[src/rtl/vga_pkg.sv]
// Shared VGA timing constants, crop-window geometry and the crop FSM state type.
// Pure definitions: no logic, no latency, no flow control.
package vga_pkg;

  localparam int H_ACTIVE = 640;
  localparam int V_ACTIVE = 480;
  localparam int H_TOTAL  = 800;
  localparam int V_TOTAL  = 525;
  localparam int FB_AW    = 19;

  typedef enum logic [2:0] {
    IDLE,
    ISSUE,
    CAPTURE,
    SEND,
    DONE
  } crop_state_e;

  // Crop window is centred on the active display area.
  function automatic int crop_left_x(input int width_len, input int lenet_size);
    return H_ACTIVE / 2 - (width_len * lenet_size) / 2;
  endfunction

  function automatic int crop_top_y(input int height_len, input int lenet_size);
    return V_ACTIVE / 2 - (height_len * lenet_size) / 2;
  endfunction

endpackage

[src/rtl/crop_addr_gen.sv]
// Row/column sample counters with an incrementally built frame-buffer address.
// addr/last are registered; load takes priority over advance; no backpressure of its own.
module crop_addr_gen
  import vga_pkg::*;
#(
  parameter int N         = 28,
  parameter int ROW_BASE0 = 84480,
  parameter int COL0      = 212,
  parameter int ROW_STEP  = 5120,
  parameter int COL_STEP  = 8
) (
  input  logic             clk25,
  input  logic             rst_n,
  input  logic             load,
  input  logic             advance,
  output logic [FB_AW-1:0] addr,
  output logic             last
);

  localparam int CW = (N > 1) ? $clog2(N) : 1;
  localparam logic [CW-1:0]    LAST_IDX = CW'(N - 1);
  localparam logic [FB_AW-1:0] RB0      = FB_AW'(ROW_BASE0);
  localparam logic [FB_AW-1:0] C0       = FB_AW'(COL0);
  localparam logic [FB_AW-1:0] RSTEP    = FB_AW'(ROW_STEP);
  localparam logic [FB_AW-1:0] CSTEP    = FB_AW'(COL_STEP);

  logic [CW-1:0]    row_q, row_d, col_q, col_d;
  logic [FB_AW-1:0] row_base_q, row_base_d, addr_q, addr_d;

  assign last = (row_q == LAST_IDX) && (col_q == LAST_IDX);
  assign addr = addr_q;

  always_comb begin
    row_d      = row_q;
    col_d      = col_q;
    row_base_d = row_base_q;
    addr_d     = addr_q;
    if (load) begin
      row_d      = '0;
      col_d      = '0;
      row_base_d = RB0;
      addr_d     = RB0 + C0;
    end else if (advance && !last) begin
      if (col_q == LAST_IDX) begin
        // Row wrap: restart the column walk from the next row base.
        col_d      = '0;
        row_d      = row_q + 1'b1;
        row_base_d = row_base_q + RSTEP;
        addr_d     = row_base_q + RSTEP + C0;
      end else begin
        col_d  = col_q + 1'b1;
        addr_d = addr_q + CSTEP;
      end
    end
  end

  always_ff @(posedge clk25 or negedge rst_n) begin
    if (!rst_n) begin
      row_q      <= '0;
      col_q      <= '0;
      row_base_q <= '0;
      addr_q     <= '0;
    end else begin
      row_q      <= row_d;
      col_q      <= col_d;
      row_base_q <= row_base_d;
      addr_q     <= addr_d;
    end
  end

endmodule

[src/rtl/lenet_crop_ctrl.sv]
// Samples a centred LENET_SIZE^2 grid from the frame buffer and streams it out in raster order.
// 3 cycles per sample (issue, capture, send); holds the sample in SEND while out_ready is low.
module lenet_crop_ctrl
  import vga_pkg::*;
#(
  parameter int WIDTHLENGTH  = 8,
  parameter int HEIGHTLENGTH = 8,
  parameter int LENET_SIZE   = 28
) (
  input  logic             clk25,
  input  logic             rst_n,
  input  logic             start,
  input  logic             sw,
  output logic [FB_AW-1:0] fb_addr,
  output logic             fb_rd_en,
  input  logic [3:0]       fb_pixel,
  output logic [3:0]       out_pixel,
  output logic             out_valid,
  input  logic             out_ready,
  output logic             out_last,
  output logic             busy,
  output logic             done
);

  localparam int LEFT_X = crop_left_x(WIDTHLENGTH, LENET_SIZE);
  localparam int TOP_Y  = crop_top_y(HEIGHTLENGTH, LENET_SIZE);
  localparam int X0     = LEFT_X + WIDTHLENGTH / 2;
  localparam int Y0     = TOP_Y + HEIGHTLENGTH / 2;

  crop_state_e state_q, state_d;
  logic [3:0]  pix_q, pix_d;
  logic        gen_load, gen_adv, gen_last;

  crop_addr_gen #(
    .N        (LENET_SIZE),
    .ROW_BASE0(Y0 * H_ACTIVE),
    .COL0     (X0),
    .ROW_STEP (H_ACTIVE * HEIGHTLENGTH),
    .COL_STEP (WIDTHLENGTH)
  ) u_addr_gen (
    .clk25  (clk25),
    .rst_n  (rst_n),
    .load   (gen_load),
    .advance(gen_adv),
    .addr   (fb_addr),
    .last   (gen_last)
  );

  always_comb begin
    state_d  = state_q;
    pix_d    = pix_q;
    gen_load = 1'b0;
    gen_adv  = 1'b0;
    unique case (state_q)
      IDLE: begin
        // sw only matters here, so dropping it mid-crop cannot abort a capture.
        if (start && sw) begin
          state_d  = ISSUE;
          gen_load = 1'b1;
        end
      end
      ISSUE:   state_d = CAPTURE;
      CAPTURE: begin
        pix_d   = fb_pixel;
        state_d = SEND;
      end
      SEND: begin
        if (out_ready) begin
          if (gen_last) begin
            state_d = DONE;
          end else begin
            state_d = ISSUE;
            gen_adv = 1'b1;
          end
        end
      end
      DONE:    state_d = IDLE;
      default: state_d = IDLE;
    endcase
  end

  always_ff @(posedge clk25 or negedge rst_n) begin
    if (!rst_n) begin
      state_q <= IDLE;
      pix_q   <= '0;
    end else begin
      state_q <= state_d;
      pix_q   <= pix_d;
    end
  end

  assign fb_rd_en  = (state_q == ISSUE);
  assign out_valid = (state_q == SEND);
  assign out_last  = (state_q == SEND) && gen_last;
  assign out_pixel = pix_q;
  assign busy      = (state_q != IDLE);
  assign done      = (state_q == DONE);

endmodule

[config.mk]
export PLATFORM = sky130hd
export DESIGN_NAME = lenet_crop_ctrl
export DESIGN_NICKNAME = d
export VERILOG_FILES = /design/src/rtl/vga_pkg.sv /design/src/rtl/crop_addr_gen.sv /design/src/rtl/lenet_crop_ctrl.sv
export SDC_FILE = /design/constraint.sdc
export NUM_CORES = 1
export LEC_CHECK = 0
export CORE_MARGIN = 2
export CORE_UTILIZATION = 35
export CTS_CLUSTER_SIZE = 24
export DETAILED_ROUTE_END_ITERATION = 12
export GPL_TIMING_DRIVEN = 0
export PLACE_DENSITY_LB_ADDON = 0.05
export SLEW_MARGIN = 20
export SYNTH_ARGS = -nofsm -noshare
export SYNTH_HDL_FRONTEND = slang
export SYNTH_SLANG_ARGS = --single-unit
[constraint.sdc]
create_clock -name clk25 -period 5.55 [get_ports clk25]
set_input_delay 1.11 -clock clk25 [delete_from_list [all_inputs] [get_ports clk25]]
set_output_delay 1.11 -clock clk25 [all_outputs]
set_load 0.1 [all_outputs]
==> metrics.yaml <==
run_status:
  status: "finished clean"
yosys:
  ys_types: 48
  avgSynthCellArea_sq_um: 9.66
  synth_edf_count: 0
  synth_area_sq_um: 2450
  synth_area_leaders: "dfrtp_1, o21ai_0, nand2_1, a21oi_1, nand4_1"
  synth-compound-area-share: 0.158
  yosysWarningCount: 0
  synth_top_area_frac: 0.459
  syn_inst: 254
  synth_fp_nets: 268
  ys_seq_area_frac: 0.459
  async_reset_ff_frac: 1.00
  synth-xor-area-share: 0.0428
  muxShareOfSynthArea: 0.0224
  ys_ff_latch: 45
  synth_top_cell_by_area: "dfrtp_1"
  synth_top_family_by_area: "simple AND/OR/NAND/NOR gates"
  synth-adder-area-share: 0.0255
  synthSimpleGateAreaFrac: 0.244
  synthFlopType: "dfrtp_1"
detailed_routing:
  drt-wirelength-per-cell_um: 15.4
  route.detailed.drc: 0
  via_count: 2051
  routed_wl_um: 6090
  vias_per_cell: 5.19
  drtIter0Drc: 120
  drt_pass1_iterations: 4
  drtAntennaViolNets: 0
hold_path:
  hp-start: "u_addr_gen.addr[2]"
  hold_end: "u_addr_gen.addr[2]"
  whs_path_depth: 1
  hold_class: "flip-flop to flip-flop"
global_route:
  grt_pass1_wl_um: 10300
  grt_pass1_vias: 1972
  grt_max_degree: 25
  antenna_found_initial: 0
  grtUsageTotal: 0.173
  grt_overflow: 0
sta:
  skew_ps: 2.95
  finalCriticalPeriod_ps: 3960
  rsz0062_at_grt: "false"
  worst_pin_slew_ps: 973
  setup_viol: 0
  tns_ps: 0
  post-route-period-util: 0.713
  drv_slew: 0
  finalHoldViolCount: 0
  max_slew_margin: 0.349
  fmax_mhz: 253
power_and_ir_drop:
  p_per_area_nw_per_um2: 520
  ir_worst_vdd_mv: 0.366
  total_power_w: 0.00159
  p_leak_nw: 1.30
cts:
  insertion_delay_ps: 300
  cts_hold_buffers: 0
  clock_sinks: 45
  numCtsBuffers: 5
  postCtsSetupRepairBufs: 0
  h-tree-depth: 2
  path_clk_slew_ps: 80
  clk_path_buf_depth: 2
  cts_tree: "yes"
  cts_resized: 0
  cts_root_buf: "clkbuf_8"
placed_design:
  place.gp.congestion: 0.774
  place.port_buffers: 36
  hpwl_um: 4390
worst_setup_path:
  rrSetupSlack_ps: 3430
  start_kind: "flip-flop"
  r2r_end: "u_addr_gen.addr[10]"
  worstPathCellList: "ha_1 -> and4b_1 -> buf_4 -> nand2_2 -> nor3_1 -> clkdlybuf4s50_1"
  reg2reg_from: "u_addr_gen.row_q[0]"
  worstRegToRegCells: 6
  cp_top_family: "buffers and inverters"
  required_ps: 4440
  critPathMaxFanout: 10
  endpoint_kind: "output pin"
  worstPathBufferInverterCount: 2
  path_class: "flip-flop to output pin"
  cpMaxStageDelayCell: "clkdlybuf4s50_1"
  cp_slowest_stage_delay_ps: 1170
  critPathArrivalTime_ps: 2850
die:
  coreArea_sq_um: 6790
  start_util: 0.361
  die_area_sq_um: 7700
  rows: 30
  ios: 37
  dieWidth_um: 87.7
  die_h_um: 87.7
run:
  drv_cap: 0
final_layout:
  antennaDiodeCount: 0
  nNetsFinal: 312
  drive_above_1_share: 0.120
  syn_to_final_growth_pct: 24.6
==> worst reg2reg max path, cell delays in order (launching register included) <==
cell,delay [ps]
dfrtp_1,410
ha_1,230
and4b_1,320
nor3_4,100
nor2_1,590
o21ai_0,190
o21ai_0,200
==> cells by family after synthesis <==
group | after synthesis
AO/OA/AOI/OAI | 63
XOR/XNOR | 12
adder cells (fa/ha/maj) | 5
buffers and inverters | 20
flip-flops | 45
multiplexers | 5
AND/OR/NAND/NOR | 104
==> cell usage in the layout (no fill, tap or decap), types with 5 or more instances in the layout <==
master | netlist | layout
dfrtp_1 | 45 | 45
clkdlybuf4s50_1 | 0 | 35
nand2_1 | 26 | 26
o21ai_0 | 25 | 25
nor2_1 | 17 | 17
a21oi_1 | 15 | 15
nand3_1 | 13 | 13
nand4_1 | 11 | 11
buf_4 | 8 | 8
xnor2_1 | 7 | 7
clkbuf_8 | 0 | 7
nor3_1 | 6 | 6
buf_2 | 5 | 6
and3_1 | 5 | 5
xor2_1 | 5 | 5
ha_1 | 5 | 5
==> area by class of cell <==
type / count / area (sq um)
clock inverter: 1 / 5.00
timing repair buffer: 37 / 383
clock buffer: 7 / 96.3
sequential: 45 / 1130
inverter: 4 / 15.0
multi-input combinational: 189 / 1210
buffer: 16 / 104
tap: 96 / 120
fill: 675 / 3740
==> synth_stat cells, types with 2 or more instances <==
master / number
dfrtp_1: 45
nand2_1: 26
o21ai_0: 25
nor2_1: 17
a21oi_1: 15
nand3_1: 13
nand4_1: 11
buf_4: 8
xnor2_1: 7
nor3_1: 6
and3_1: 5
buf_2: 5
ha_1: 5
xor2_1: 5
a31oi_1: 4
and4_1: 4
inv_1: 4
mux2_2: 4
and4b_1: 3
nor3b_1: 3
or3_1: 3
a41oi_1: 2
and2_1: 2
nand2_2: 2
nor3_4: 2
o211ai_1: 2
o221ai_1: 2
o22a_1: 2
o31ai_1: 2
o32a_1: 2
==> worst max path at each step <==
stage | start | cells after the start | slack (ps) | to
2_1_floorplan | u_addr_gen.col_q[0] | 5 | 1330 | out_last
3_3_place_gp | rst_n | 1 | 1930 | u_addr_gen.row_q[3]
3_5_place_dp | u_addr_gen.col_q[0] | 6 | 1900 | out_last
4_1_cts | u_addr_gen.col_q[0] | 6 | 1570 | out_last
5_1_grt | u_addr_gen.col_q[0] | 6 | 1450 | out_last
6_report | u_addr_gen.col_q[0] | 6 | 1590 | out_last
==> state kept, by name, summed over array words and instances, names as in the netlist <==
signal and flops:
state_q 3, u_addr_gen.col_q 5, u_addr_gen.row_q 5, u_addr_gen.row_base_q 10
u_addr_gen.addr 18, out_pixel 4
==> per-layer routing <==
layer / wire [um] / GRT usage
met1: 3080 / 0.253
met2: 2720 / 0.259
met3: 211 / 0.0358
met4: 79 / 0.0490
met5: 0 / 0
==> per-stage QoR <==
stage          setup slack [ps]  hold slack, ps  instance area (sq um)  utilization  cells
6_report                   1590             490                   3060        0.450    395
5_1_grt                    1450             527                   3060        0.450    395
4_1_cts                    1570             492                   3060        0.450    395
3_5_place_dp               1900             463                   2960        0.435    387
3_3_place_gp               1930             464                   2930        0.432    386
2_1_floorplan              1330             457                   2450            -    254
==> power by group <==
part	leakage [nW]	switching (W)	total (W)	internal, W
Combinational	0.690	0.000634	0.000877	0.000242
Clock	0.0542	0.000111	0.000223	0.000113
Sequential	0.557	0.0000820	0.000491	0.000409
Total	1.30	0.000827	0.00159	0.000764
Power figures use the tool's default switching activity.
